### config.mk
export PLATFORM = sky130hd
export DESIGN_NAME = snake_body_ctrl
export DESIGN_NICKNAME = d
export VERILOG_FILES = /design/src/rtl/snake_pkg.sv /design/src/rtl/snake_step_timer.sv /design/src/rtl/snake_body_ctrl.sv
export SDC_FILE = /design/constraint.sdc
export NUM_CORES = 1
export LEC_CHECK = 0
export CORE_ASPECT_RATIO = 1.25
export CORE_MARGIN = 2
export CORE_UTILIZATION = 55
export CTS_CLUSTER_DIAMETER = 150
export CTS_CLUSTER_SIZE = 12
export DETAILED_ROUTE_END_ITERATION = 8
export PLACE_DENSITY = 0.77
export SETUP_SLACK_MARGIN = 0.5
export SYNTH_ARGS = -nofsm -noshare
export SYNTH_HDL_FRONTEND = slang
export SYNTH_SLANG_ARGS = --single-unit
export TNS_END_PERCENT = 50
### constraint.sdc
create_clock -name Clk_24mhz -period 6.8 [get_ports Clk_24mhz]
set_clock_uncertainty 0.2 [all_clocks]
set_input_delay 2.04 -clock Clk_24mhz [delete_from_list [all_inputs] [get_ports Clk_24mhz]]
set_output_delay 2.04 -clock Clk_24mhz [all_outputs]
set_load 0.005 [all_outputs]
### src/rtl/snake_pkg.sv
// Shared definitions for the snake body controller: grid limits, direction and
// state encodings, and the power-on body layout.
package snake_pkg;

    localparam int unsigned GRID_MIN = 1;
    localparam int unsigned GRID_MAX = 15;
    localparam int unsigned MAX_LEN  = 16;

    typedef enum logic [1:0] {
        DIR_UP    = 2'd0,
        DIR_DOWN  = 2'd1,
        DIR_LEFT  = 2'd2,
        DIR_RIGHT = 2'd3
    } dir_t;

    typedef enum logic [1:0] {
        ST_WAIT_START,
        ST_RUN,
        ST_OVER
    } state_t;

    localparam logic [7:0] RST_SEG0 = {4'd3, 4'd8};
    localparam logic [7:0] RST_SEG1 = {4'd2, 4'd8};
    localparam logic [7:0] RST_SEG2 = {4'd1, 4'd8};

    // Encodings pair up/down and left/right on bit 0, so flipping it gives the reverse.
    function automatic dir_t opposite(input dir_t d);
        return dir_t'(d ^ 2'b01);
    endfunction

    // Key_dir is {up,down,left,right}; callers qualify one-hotness separately.
    function automatic dir_t key_to_dir(input logic [3:0] key);
        if (key[3])      return DIR_UP;
        else if (key[2]) return DIR_DOWN;
        else if (key[1]) return DIR_LEFT;
        else             return DIR_RIGHT;
    endfunction

    function automatic logic [7:0] reset_seg(input int unsigned idx);
        case (idx)
            0:       return RST_SEG0;
            1:       return RST_SEG1;
            2:       return RST_SEG2;
            default: return 8'h00;
        endcase
    endfunction

endpackage

### src/rtl/snake_step_timer.sv
// Free-running move timer: counts 0..STEP_CYCLES-1 while enabled and flags the
// terminal count; clear forces it back to 0.
module snake_step_timer #(
    parameter int unsigned STEP_CYCLES = 12000000
) (
    input  logic i_clk,
    input  logic i_rst_n,
    input  logic i_en,
    input  logic i_clr,
    output logic o_tc
);

    localparam int unsigned CW = (STEP_CYCLES > 1) ? $clog2(STEP_CYCLES) : 1;
    localparam logic [CW-1:0] LAST = CW'(STEP_CYCLES - 1);

    logic [CW-1:0] r_cnt;

    always_ff @(posedge i_clk or negedge i_rst_n) begin
        if (!i_rst_n) begin
            r_cnt <= '0;
        end else if (i_clr) begin
            r_cnt <= '0;
        end else if (i_en) begin
            r_cnt <= (r_cnt == LAST) ? '0 : r_cnt + 1'b1;
        end
    end

    assign o_tc = i_en && !i_clr && (r_cnt == LAST);

endmodule

### src/rtl/snake_body_ctrl.sv
// Snake body controller: direction capture, timed head moves with wall/self
// collision detection, growth on request, and a sticky game-over state.
module snake_body_ctrl #(
    parameter int unsigned STEP_CYCLES = 12000000,
    parameter int unsigned MAX_LEN     = snake_pkg::MAX_LEN
) (
    input  logic                 Clk_24mhz,
    input  logic                 Rst_n,
    input  logic [3:0]           Key_dir,
    input  logic                 Body_add_sig,
    output logic [7:0]           Head,
    output logic [8*MAX_LEN-1:0] Body_flat,
    output logic [4:0]           Body_len,
    output logic                 Step_sig,
    output logic                 Game_over
);

    import snake_pkg::*;

    state_t     r_state;
    dir_t       r_dir;
    dir_t       r_dir_pend;
    logic       r_grow;
    logic [7:0] r_seg [MAX_LEN];
    logic [4:0] r_len;
    logic       r_step;
    logic       r_over;

    logic       w_tc;
    dir_t       w_key_dir;
    logic       w_key_valid;
    dir_t       w_dir_next;
    logic       w_grow;
    logic [3:0] w_nx;
    logic [3:0] w_ny;
    logic [7:0] w_next_head;
    logic       w_wall;
    logic       w_self;
    logic       w_hit;
    logic [4:0] w_new_len;

    snake_step_timer #(
        .STEP_CYCLES(STEP_CYCLES)
    ) u_timer (
        .i_clk  (Clk_24mhz),
        .i_rst_n(Rst_n),
        .i_en   (r_state == ST_RUN),
        .i_clr  (r_state == ST_WAIT_START),
        .o_tc   (w_tc)
    );

    // A key or grow request arriving on the step-event cycle still applies to that step.
    assign w_key_dir   = key_to_dir(Key_dir);
    assign w_key_valid = $onehot(Key_dir) && (w_key_dir != opposite(r_dir));
    assign w_dir_next  = w_key_valid ? w_key_dir : r_dir_pend;
    assign w_grow      = r_grow || Body_add_sig;
    assign w_new_len   = (w_grow && (32'(r_len) < MAX_LEN)) ? r_len + 5'd1 : r_len;

    always_comb begin
        w_nx = r_seg[0][7:4];
        w_ny = r_seg[0][3:0];
        case (w_dir_next)
            DIR_UP:    w_ny = r_seg[0][3:0] - 4'd1;
            DIR_DOWN:  w_ny = r_seg[0][3:0] + 4'd1;
            DIR_LEFT:  w_nx = r_seg[0][7:4] - 4'd1;
            DIR_RIGHT: w_nx = r_seg[0][7:4] + 4'd1;
        endcase
    end

    assign w_next_head = {w_nx, w_ny};
    assign w_wall      = (32'(w_nx) < GRID_MIN) || (32'(w_ny) < GRID_MIN);

    // The tail only counts as an obstacle when it will not vacate this step.
    always_comb begin
        w_self = 1'b0;
        for (int unsigned i = 1; i < MAX_LEN; i++) begin
            if (((i + 2 <= 32'(r_len)) || (w_grow && (i + 1 <= 32'(r_len))))
                && (r_seg[i] == w_next_head)) begin
                w_self = 1'b1;
            end
        end
    end

    assign w_hit = w_wall || w_self;

    always_ff @(posedge Clk_24mhz or negedge Rst_n) begin
        if (!Rst_n) begin
            r_state    <= ST_WAIT_START;
            r_dir      <= DIR_RIGHT;
            r_dir_pend <= DIR_RIGHT;
            r_grow     <= 1'b0;
            r_len      <= 5'd3;
            r_step     <= 1'b0;
            r_over     <= 1'b0;
            for (int unsigned i = 0; i < MAX_LEN; i++) begin
                r_seg[i] <= reset_seg(i);
            end
        end else begin
            r_step <= 1'b0;
            case (r_state)
                ST_WAIT_START: begin
                    if (w_key_valid) begin
                        r_dir_pend <= w_key_dir;
                        r_state    <= ST_RUN;
                    end
                end
                ST_RUN: begin
                    if (w_key_valid) r_dir_pend <= w_key_dir;
                    if (Body_add_sig) r_grow <= 1'b1;
                    if (w_tc) begin
                        if (w_hit) begin
                            r_over  <= 1'b1;
                            r_state <= ST_OVER;
                        end else begin
                            r_dir    <= w_dir_next;
                            r_grow   <= 1'b0;
                            r_len    <= w_new_len;
                            r_step   <= 1'b1;
                            r_seg[0] <= w_next_head;
                            for (int unsigned i = 1; i < MAX_LEN; i++) begin
                                r_seg[i] <= (i < 32'(w_new_len)) ? r_seg[i-1] : '0;
                            end
                        end
                    end
                end
                default: ;
            endcase
        end
    end

    always_comb begin
        Body_flat = '0;
        for (int unsigned i = 0; i < MAX_LEN; i++) begin
            Body_flat[8*i +: 8] = r_seg[i];
        end
    end

    assign Head      = r_seg[0];
    assign Body_len  = r_len;
    assign Step_sig  = r_step;
    assign Game_over = r_over;

endmodule

==> results.cfg, run 1 <==
[outcome]
status = complete, but fails checks
violations = setup timing

[critical_path]
worstSetupEndpoint = Body_flat[13]
cp_slowest_stage_delay_ns = 0.55
rrSetupSlack_ns = 1.55
crit_path_max_fanout = 8
crit_type = in -> reg
slowest_stage = fa_1
critical_path.most_common_cell = buf_6
reg2regPathDepth = 23
arrival_ns = 7.43
critPathLaunchType = input port
endpoint_kind = register
crit_required_ns = 6.96
crit_start = Key_dir[0]
reg2reg_to = Body_flat[13]
r2r_start = r_dir[0]

[cells_and_area]
syn_to_final_growth_pct = 37.8
drive_gt1_share_pct = 20.0
final_nets = 1405
fin_area_mm2 = 0.0146
final_cells = 1630
num_antenna_cells = 0

[timing]
rsz0062_at_grt = yes
slew_headroom_pct = 27.3
slew_violations = 0
hold_viol = 0
fin_crit_ns = 7.27
period_share_pct = 107
max_freq_ghz = 0.137
setup_violations = 140
tns_ns = -49.97
tightest_slew_ns = 1.09
finalWorstSetupSlack_ns = -0.473

[placed_design]
gp_congestion = 1.02
dp_cells = 1563
io_buffers = 149
postPlaceCellArea_mm2 = 0.0130
hpwl_um = 24400

[floorplan]
coreArea_mm2 = 0.0188
die_width_um = 128
fp.dieH_um = 159
initial_utilization_pct = 56.4
ios = 150
rows = 56
dieArea_mm2 = 0.0204

[grt]
grt_overflow_total = 0
grt_pass1_vias = 9988
grt_max_degree = 92
grt_pass1_wl_um = 56400
grtUsageTotal_pct = 35.5
antenna_found_initial = 0

[synth]
synth_edf_count = 0
synth_nets = 1169
synth-main-ff-cell = dfrtp_1
post-synth-top-count-cell = dfrtp_1
synth_top_area_share_pct = 36.0
syn_avg_cell_area_um2 = 9.24
netlist_area_mm2 = 0.0106
ys_top_cells_by_count = 153 x dfrtp_1, 151 x nand2_1, 120 x inv_1, 104 x mux2i_1, 100 x xnor2_1
synth-warning-count = 0
synth-seq-area-share_pct = 39.3
yosysTopAreaCell = dfrtp_1
synth_area_leaders = dfrtp_1 36%, mux2i_1 9.8%, xnor2_1 8.2%
ys_ff_latch = 166
async_reset_ff_share_pct = 100
synth_cell_types = 84
syn_inst = 1149

[clock_tree]
path_clk_slew_ns = 0.07
cts_tree = done
cts.sink_count = 166
htreeDepth = 4
clk_latency_ns = 0.43
numCtsBuffers = 17
cts_root_buf = clkbuf_16
clockBufferDepth = 2

[power_and_ir_drop]
p_per_area_mw_per_mm2 = 239
finalPower_w = 0.00350
vdd_drop_max_mv = 0.174
leakagePower_nw = 5.71

[min_path]
hp-class = reg -> reg
min_from = Game_over
min_path_cells = 1

[flow_run]
maxCapViolations = 0

[drt]
drt-initial-drc-count = 928
routed_wl_um = 37000
drc_errors = 0
dr_total_vias = 10043
vias_per_cell = 6.16
wire_per_inst_um = 22.7
dr.pass1.iters = 7
ant_nets = 0
stage by stage:
step | worst slack (ns) | hold slack [ns] | utilization [%]
3_5_place_dp | -1.70 | 0.256 | 69.1
5_1_grt | -0.610 | 0.307 | 77.7
6_report | -0.473 | 0.279 | 77.7
2_1_floorplan | -0.993 | 0.243 | -
4_1_cts | -0.459 | 0.276 | 75.2
3_3_place_gp | -1.60 | 0.255 | 69.1
worst max-delay path: cells and delay by family:
family                     cells  cell delay, ns
AOI/OAI and AO/OA              6            1.16
adders and majority gates      4            1.13
buffers and inverters         12            1.53
muxes                          2            0.40
and+or+nand+nor                5            1.14
logic make-up after synthesis:
kind of cell | count (synthesis) | share of synthesized area [%]
and+or+nand+nor | 345 | 15.6
AOI/OAI and AO/OA | 187 | 12.1
buffers and inverters | 181 | 7.53
DFF | 166 | 39.3
muxes | 130 | 13.0
xor gates and xnor gates | 127 | 10.7
adders and majority gates | 13 | 1.74
power by group:
part | internal (W) | switching [W] | leakage [nW] | total (W)
registers | 0.00102 | 0.0000435 | 2.20 | 0.00107
logic | 0.000720 | 0.000744 | 3.24 | 0.00146
clock network | 0.000532 | 0.000436 | 0.273 | 0.000968
per-layer routing:
metal  vias up  track usage (%)  routed length [µm]
li1       4412                -                   -
met1      4896             45.2               14200
met2       569             56.5               17600
met3       166             7.36                3130
met4         0             19.0                2110
met5         -                0                   0
how the worst min path moves through the flow:
stage          slack (ns)                end
2_1_floorplan        0.24  u_timer.r_cnt[23]
6_report             0.28          Game_over
3_3_place_gp         0.26          Game_over
3_5_place_dp         0.26          Game_over
5_1_grt              0.31          Game_over
4_1_cts              0.28          Game_over
final cells by class:
class | instances | area [µm²]
timing repair buffer | 276 | 2940
fill | 1203 | 4210
tap | 232 | 290
clock inverter | 11 | 116
inverter | 122 | 465
sequential | 166 | 4170
multi-input combinational | 802 | 6200
clock buffer | 21 | 460
registers in the layout (all words and copies together), names as in the netlist:
register,count
r_dir_pend,2
r_dir,2
Head,8
Step_sig,1
Body_len,5
r_state,2
Body_flat,120
r_grow,1
u_timer.r_cnt,24
Game_over,1
cell usage in the layout, fill, tap and decap left out, drive strengths merged, types with 4 or more instances in the layout:
cell type	count
a2111oi	5
a211oi	7
a21o	8
a21oi	22
a221oi	4
a31oi	20
and2	4
and3	13
and4	4
buf	127
clkbuf	25
clkdlybuf4s50	145
clkinv	5
dfrtp	153
dfstp	13
ha	10
inv	124
mux2	25
mux2i	104
nand2	151
nand2b	10
nand3	27
nand4	11
nor2	56
nor2b	7
nor3	22
nor4	22
o211ai	6
o21a	4
o21ai	60
o22ai	6
o31ai	12
xnor2	100
xor2	25
what timing repair did:
item	CTS	global route
gates resized for setup	85	52
endpoints found under the hold margin	0	0
endpoints found under the setup margin	140	140
hold buffers	0	0
pin swaps	25	27
cloned	6	4
buffers inserted	14	11
Note: power is estimated with default switching activity, not from simulation.
==> run 2: changes to the inputs <==
--- a/config.mk
+++ b/config.mk
@@ -7,11 +7,11 @@
 export LEC_CHECK = 0
 export CORE_ASPECT_RATIO = 1.25
 export CORE_MARGIN = 2
-export CORE_UTILIZATION = 55
+export CORE_UTILIZATION = 50
 export CTS_CLUSTER_DIAMETER = 150
 export CTS_CLUSTER_SIZE = 12
 export DETAILED_ROUTE_END_ITERATION = 8
-export PLACE_DENSITY = 0.77
+export PLACE_DENSITY = 0.71
 export SETUP_SLACK_MARGIN = 0.5
 export SYNTH_ARGS = -nofsm -noshare
 export SYNTH_HDL_FRONTEND = slang
==> run 2 against run 1 <==
  * The run still ends with setup timing left
  * Global-route usage is 1.6 points lower
  * Cell count is 4.5% higher
  * Register-to-register slack better by 0.09 ns
  * Core utilization is 5.4 points lower
  * Maximum frequency is 0.67% higher
  * Die area is 9.7% higher
  * Critical path type unchanged
  * Largest power group unchanged
==> results.cfg, run 2 (synthesis gave the netlist of run 1 again) <==
[critical_path]
arrival_ns = 7.39
crit_path_max_fanout = 8
rrSetupSlack_ns = 1.64
endpoint_kind = register
critPathLaunchType = input port
crit_required_ns = 6.96
crit_type = in -> reg

[min_path]
hp-class = reg -> reg

[cells_and_area]
final_cells = 1703
syn_to_final_growth_pct = 41.6
fin_area_mm2 = 0.0150
drive_gt1_share_pct = 21.8
num_antenna_cells = 0
largest_reg_flops = 120
final_cell_mix = 153 x dfrtp_1, 148 x nand2_1, 145 x clkdlybuf4s50_1, 115 x inv_1, 100 x mux2i_1
final_common_cell = dfrtp_1
final_nets = 1436

[power_and_ir_drop]
vdd_drop_max_mv = 0.189
finalPower_w = 0.00363
p_per_area_mw_per_mm2 = 242
leakagePower_nw = 5.93

[grt]
grtUsageTotal_pct = 33.9
grt_pass1_vias = 10193
grt_max_degree = 88
grt_overflow_total = 0
antenna_found_initial = 0
grt_pass1_wl_um = 58500

[placed_design]
dp_cells = 1606
postPlaceCellArea_mm2 = 0.0131
hpwl_um = 25800
io_buffers = 149
gp_congestion = 0.942

[timing]
slew_headroom_pct = 25.3
rsz0062_at_grt = yes
setup_violations = 140
tns_ns = -50.98
fin_crit_ns = 7.22
hold_viol = 0
max_freq_ghz = 0.138
slew_violations = 0
period_share_pct = 106
finalWorstSetupSlack_ns = -0.425
tightest_slew_ns = 1.12

[drt]
routed_wl_um = 38400
dr.pass1.iters = 6
drc_errors = 0
wire_per_inst_um = 22.6
dr_total_vias = 10129
drt-initial-drc-count = 817
ant_nets = 0
vias_per_cell = 5.95

[outcome]
status = complete, but fails checks
violations = setup timing

[clock_tree]
cts_root_buf = clkbuf_16
clk_latency_ns = 0.44
path_clk_slew_ns = 0.07
cts_tree = done
cts.sink_count = 166
numCtsBuffers = 17
htreeDepth = 4
clockBufferDepth = 2

[floorplan]
dieArea_mm2 = 0.0224
fp.dieH_um = 167
initial_utilization_pct = 51.0
rows = 59
ios = 150
coreArea_mm2 = 0.0208
die_width_um = 134

[flow_run]
maxCapViolations = 0
[run 2: final timing paths]
path,start,endpoint,cells after the start
setup / recovery,Key_dir[0],Body_flat[19],28
hold / removal,Game_over,Game_over,1
setup reg to reg,r_dir[0],Body_flat[19],23
hold reg to reg,Game_over,Game_over,1
max in group asynchronous,Rst_n,Body_flat[73],2
min in group asynchronous,Rst_n,Game_over,1
[run 2: critical path, stage by stage]
cell	delay [ns]
buf_8	0.08
inv_8	0.03
fa_1	0.53
inv_1	0.05
ha_2	0.18
ha_4	0.21
or3b_4	0.45
a2111oi_4	0.25
buf_4	0.18
o21a_4	0.14
nand2_4	0.07
ha_4	0.21
a21o_1	0.19
a21oi_2	0.21
nand2b_4	0.17
o31ai_4	0.06
nor4b_4	0.29
buf_6	0.18
buf_12	0.15
xnor2_4	0.13
nor4b_2	0.09
a311o_1	0.39
nor4_4	0.29
buf_6	0.16
buf_8	0.13
clkbuf_16	0.17
clkbuf_16	0.16
mux2i_1	0.19
[run 2: timing repair]
action                                  4_1_cts  5_1_grt
endpoints found under the setup margin      140      140
cloned                                        5        6
hold buffers                                  0        0
setup buffers                                49        5
gates resized for setup                     123       24
endpoints found under the hold margin         0        0
pin swaps                                    41       13
[run 2: metal layers]
| layer | global-route usage, % | wire length, µm | part of all wire, % | up-vias |
|---|---|---|---|---|
| met4 | 17.9 | 2170 | 5.7 | 0 |
| met1 | 41.3 | 14500 | 38 | 4954 |
| met5 | 0 | 0 | 0 | - |
| met2 | 55.7 | 18500 | 48 | 539 |
| li1 | - | - | - | 4475 |
| met3 | 7.73 | 3240 | 8.4 | 161 |
[run 2: area by class of cell]
cell class,instances,area (µm²)
flip-flops and latches,166,4170
inverters,122,465
multi-input cells,802,6170
well taps,274,343
fillers,1576,5780
clock inverters,13,136
clock buffers,19,443
repair buffers,307,3310
[run 2: power breakdown]
part | leakage [nW] | total [W] | switching (W) | internal [W]
registers | 2.20 | 0.00107 | 0.0000438 | 0.00102
clock network | 0.281 | 0.000983 | 0.000456 | 0.000527
logic | 3.45 | 0.00158 | 0.000745 | 0.000839
[run 2: metrics by stage]
step                util, %  hold WS, ns  setup slack, ns
detailed placement     62.9        0.261            -1.59
finish                 72.2        0.276           -0.425
floorplan                 -        0.243           -0.993
CTS                    70.7        0.282           -0.377
global placement       62.9        0.256            -1.46
global route           72.2        0.303           -0.557
==> patch 1, RTL diff (config.mk and constraints of run 1) <==
Encoding of `state_t`: now one-hot (3 bits for 3 states).
--- a/src/rtl/snake_pkg.sv
+++ b/src/rtl/snake_pkg.sv
@@ -13,10 +13,10 @@
         DIR_RIGHT = 2'd3
     } dir_t;
 
-    typedef enum logic [1:0] {
-        ST_WAIT_START,
-        ST_RUN,
-        ST_OVER
+    typedef enum logic [2:0] {
+        ST_WAIT_START = 3'b001,
+        ST_RUN        = 3'b010,
+        ST_OVER       = 3'b100
     } state_t;
 
     localparam logic [7:0] RST_SEG0 = {4'd3, 4'd8};
Check against the original RTL: same outputs for any inputs over 4 cycles, from zero or initial values and one cycle with Rst_n low; so few cycles prove little.
==> patch 1 against run 1 <==
The run still ends with negative setup slack left; cell count rose by 18%; first-iteration DRC count rose by 69%; global-route usage rose by 6.6 points; area after synthesis rose by 11%; synthesized cell count rose by 18%; worst setup slack got worse by 0.40 ns; sequential cell count rose by 1; power rose by 35%; routed wire length rose by 31%; combinational power rose by 54%; fmax fell by 5.2%; count of clock-buffer cells in the layout fell by 1; design area rose by 10%; highest routed layer unchanged.
==> patch 1: results (changes against run 1) <==
[status]
failed_checks = negative setup slack
status = finished with violations

[worst_hold_path]
min_from = u_timer.r_cnt[18]
hold_path_end = u_timer.r_cnt[18]

[critical_path]
cp-endpoint = Body_flat[57]
cp_max_fo = 7  ; -1
worstSetupStartpoint = Key_dir[1]
rrSetupSlack_ns = 1.22  ; -0.33 ns
cpMaxStageDelayCell = or4_4

[placement]
place_congestion = 1.06  ; +4.1%
dpl.hpwl_mm = 32.1  ; +32%
placed_cells = 1834  ; +17%

[detailed_routing]
drt-total-wl_mm = 48.6  ; +31%
drtPass1Iterations = 8  ; +1
dr_total_vias = 12500  ; +24%
wl_met3_mm = 5.62  ; +80%

[synthesis]
ys_top_cells_by_count = 181 x nand2_1, 153 x dfrtp_1, 118 x inv_1
yosys-mux-area-fraction_pct = 11.9  ; -1.0 points
yosys.area_share.xor_xnor_pct = 9.95  ; -0.78 points
synth_cells = 1354  ; +18%
ys_seq_area_share_pct = 35.7  ; -3.6 points
synth_adder_area_share_pct = 1.57  ; -0.17 points
yosys-top-cells-area = dfrtp_1 33%, mux2i_1 8.8%, xnor2_1 6.9%, nand2_1 5.8%, inv_1 3.8%

[power]
leakagePower_uw = 0.00662  ; +16%
ir_drop_v = 0.000195  ; +12%

[cells_and_area]
drive_gt1_share_pct = 21.1  ; +1.1 points

[sta]
setup_slack_ns = -0.869  ; -0.396 ns
setup_viol = 140  ; unchanged
relSlewSlack_pct = 18.0  ; -9.3 points

[grt]
grt_pass1_wl_mm = 72.0  ; +28%
track_usage_pct = 42.1  ; +6.6 points
antenna_found_initial = 1  ; +1

==> patch 1: cell types whose count changed after synthesis, sizes merged, moves of 9 or more <==
cell           run 1  this run
a21oi             22        51
clkbuf            25        40
nand2            151       181
nand3             27        18
nand4             11        27
nor2              56        76
nor2b              7        19
o21ai             60        80
o22ai              6        15
xor2              25        39
==> patch 1: report_power, final <==
group	internal, uW	switching, uW
sequential	1140	309
clock	549	466
combinational	1130	1120
==> patch 1: final cells by class <==
class                           count  area, sq um
Antenna cell                        1         2.50
Tap cell                          274          343
Inverter                          121          462
Clock buffer                       20          467
Timing Repair Buffer              336         3390
Fill cell                        1449         4740
Sequential cell                   167         4200
Clock inverter                     12          135
Multi-Input combinational cell    988         7160
==> patch 1: metrics by stage <==
stage / setup WS [ns] / setup TNS [ns] / hold WS, ns / instance area (sq um)
after CTS: -0.804 / -99.52 / 0.288 / 15700
after floorplan: -1.09 / -136.80 / 0.244 / 11900
after global placement: -1.87 / -250.54 / 0.249 / 14400
after detailed placement: -1.97 / -261.63 / 0.274 / 14400
final: -0.869 / -106.64 / 0.285 / 16200
after global routing: -0.958 / -121.55 / 0.302 / 16200
==> patch 1: critical path, delay by kind of cell <==
kind | cells | cell delay [ns]
compound gates | 4 | 0.79
xor+xnor | 2 | 0.27
fa+ha+maj | 4 | 1.22
buf+inv | 11 | 1.31
mux | 1 | 0.34
simple gates | 7 | 1.81
==> patch 1: what timing repair did <==
item,CTS,global route
endpoints found under the setup margin,140,140
pin swaps,26,28
resized for setup,78,54
buffers inserted,23,20
cloned,6,3
==> patch 1: routing by layer <==
metal | vias to the layer above | track usage, %
li1 | 5280 | -
met3 | 289 | 9.72
met5 | - | 0
met1 | 5924 | 53.4
met2 | 986 | 65.5
met4 | 0 | 24.7
==> patch 2, RTL diff (config.mk and constraints of run 1) <==
Made on the original files. `STEP_CYCLES` is set to 12000000 in 2 places; all go to 48000000.
--- a/src/rtl/snake_step_timer.sv
+++ b/src/rtl/snake_step_timer.sv
@@ -1,7 +1,7 @@
 // Free-running move timer: counts 0..STEP_CYCLES-1 while enabled and flags the
 // terminal count; clear forces it back to 0.
 module snake_step_timer #(
-    parameter int unsigned STEP_CYCLES = 12000000
+    parameter int unsigned STEP_CYCLES = 48000000
 ) (
     input  logic i_clk,
     input  logic i_rst_n,
--- a/src/rtl/snake_body_ctrl.sv
+++ b/src/rtl/snake_body_ctrl.sv
@@ -1,7 +1,7 @@
 // Snake body controller: direction capture, timed head moves with wall/self
 // collision detection, growth on request, and a sticky game-over state.
 module snake_body_ctrl #(
-    parameter int unsigned STEP_CYCLES = 12000000,
+    parameter int unsigned STEP_CYCLES = 48000000,
     parameter int unsigned MAX_LEN     = snake_pkg::MAX_LEN
 ) (
     input  logic                 Clk_24mhz,
Behaviour: no difference found for any inputs over 4 cycles, from zero or initial values and one cycle with Rst_n low; that may be too few to reach the edited logic, so the function may still have changed.
==> patch 2 against run 1 <==
Design area increased by 3.9%; area after synthesis increased by 4.8%; die area increased by 4.7%; sequential share of layout area decreased by 0.73 points; the flow still finishes with violations (negative setup slack); sequential cell count increased by 2; worst setup slack got worse by 0.33 ns; worst hold slack improved by 0.0078 ns; synthesized cell count increased by 5.8%; routed wire length increased by 8.5%; critical path depth decreased by 1.
Power is not compared: it rests on default switching activity, and its combinational part moved more than twofold at a synthesized area within 25%.
==> patch 2: results (changes against run 1) <==
[status]
status = finished with violations
failed_checks = negative setup slack

[grt]
grt_util_met3_pct = 5.99  ; -1.4 points
use_met2_pct = 61.3  ; +4.8 points
grt.met1_usage_pct = 45.2  ; +0.052 points
track_usage_pct = 36.4  ; +0.90 points

[synthesis]
ys_top_cells_by_count = 155 x dfrtp_1, 154 x nand2_1, 115 x inv_1
postSynthAreaPerCell_sq_um = 9.15  ; -0.97%
ys_seq_area_share_pct = 37.9  ; -1.4 points
synth_compound_area_share_pct = 11.3  ; -0.83 points
synth_area_sq_um = 11100  ; +4.8%
yosys-mux-area-fraction_pct = 12.7  ; -0.24 points

[sta]
setup_slack_ns = -0.800  ; -0.327 ns
setup_viol = 140  ; unchanged
setup_tns_ns = -95.04  ; -45.07 ns

[detailed_routing]
via_per_inst = 6.12  ; -0.62%
wl_per_cell_microns = 23.0  ; +1.4%
wl_met2_mm = 19.2  ; +9.3%
drt_iter0_drc = 823  ; -11%

[placement]
dpl.hpwl_mm = 26.8  ; +10%
post_dp_cell_area_sq_um = 13600  ; +4.4%
pre_cts_slack_ns = -1.96  ; -0.262 ns

[clock_network]
post_cts_buffers = 16  ; +2

[cells_and_area]
fill_cells = 1352  ; +12%
stdcell_count = 1743  ; +6.9%
multi_input_comb_cells = 867  ; +8.1%
nonClkBufAreaFrac_pct = 19.9  ; -0.20 points
finalInstanceArea_sq_um = 15200  ; +3.9%
design.seq.count = 168  ; +1.2%

[critical_path]
cpMaxStageDelayCell = fa_2

patch 2: cell types whose count changed after synthesis, moves of 7 or more:
| cell | run 1 | this run |
|---|---|---|
| mux2_2 | 9 | 34 |
| nor2_1 | 56 | 78 |
| nor2b_1 | 7 | 20 |
| xor2_1 | 25 | 36 |
| a31oi_1 | 20 | 11 |
| mux2_4 | 9 | 0 |
| o21ai_0 | 53 | 45 |
| a2111oi_0 | 3 | 10 |
| a21o_1 | 8 | 15 |
| clkbuf_1 | 25 | 32 |
patch 2: final timing paths:
kind,from,to,slack (ns),cells after the start
setup / recovery,Key_dir[0],Body_flat[93],-0.80,28
setup reg to reg,r_dir[0],Body_flat[93],1.32,23
hold / removal,Game_over,Game_over,0.29,1
min in group asynchronous,Rst_n,u_timer.r_cnt[22],1.39,1
max in group asynchronous,Rst_n,Body_flat[27],3.98,2
hold reg to reg,Game_over,Game_over,0.29,1
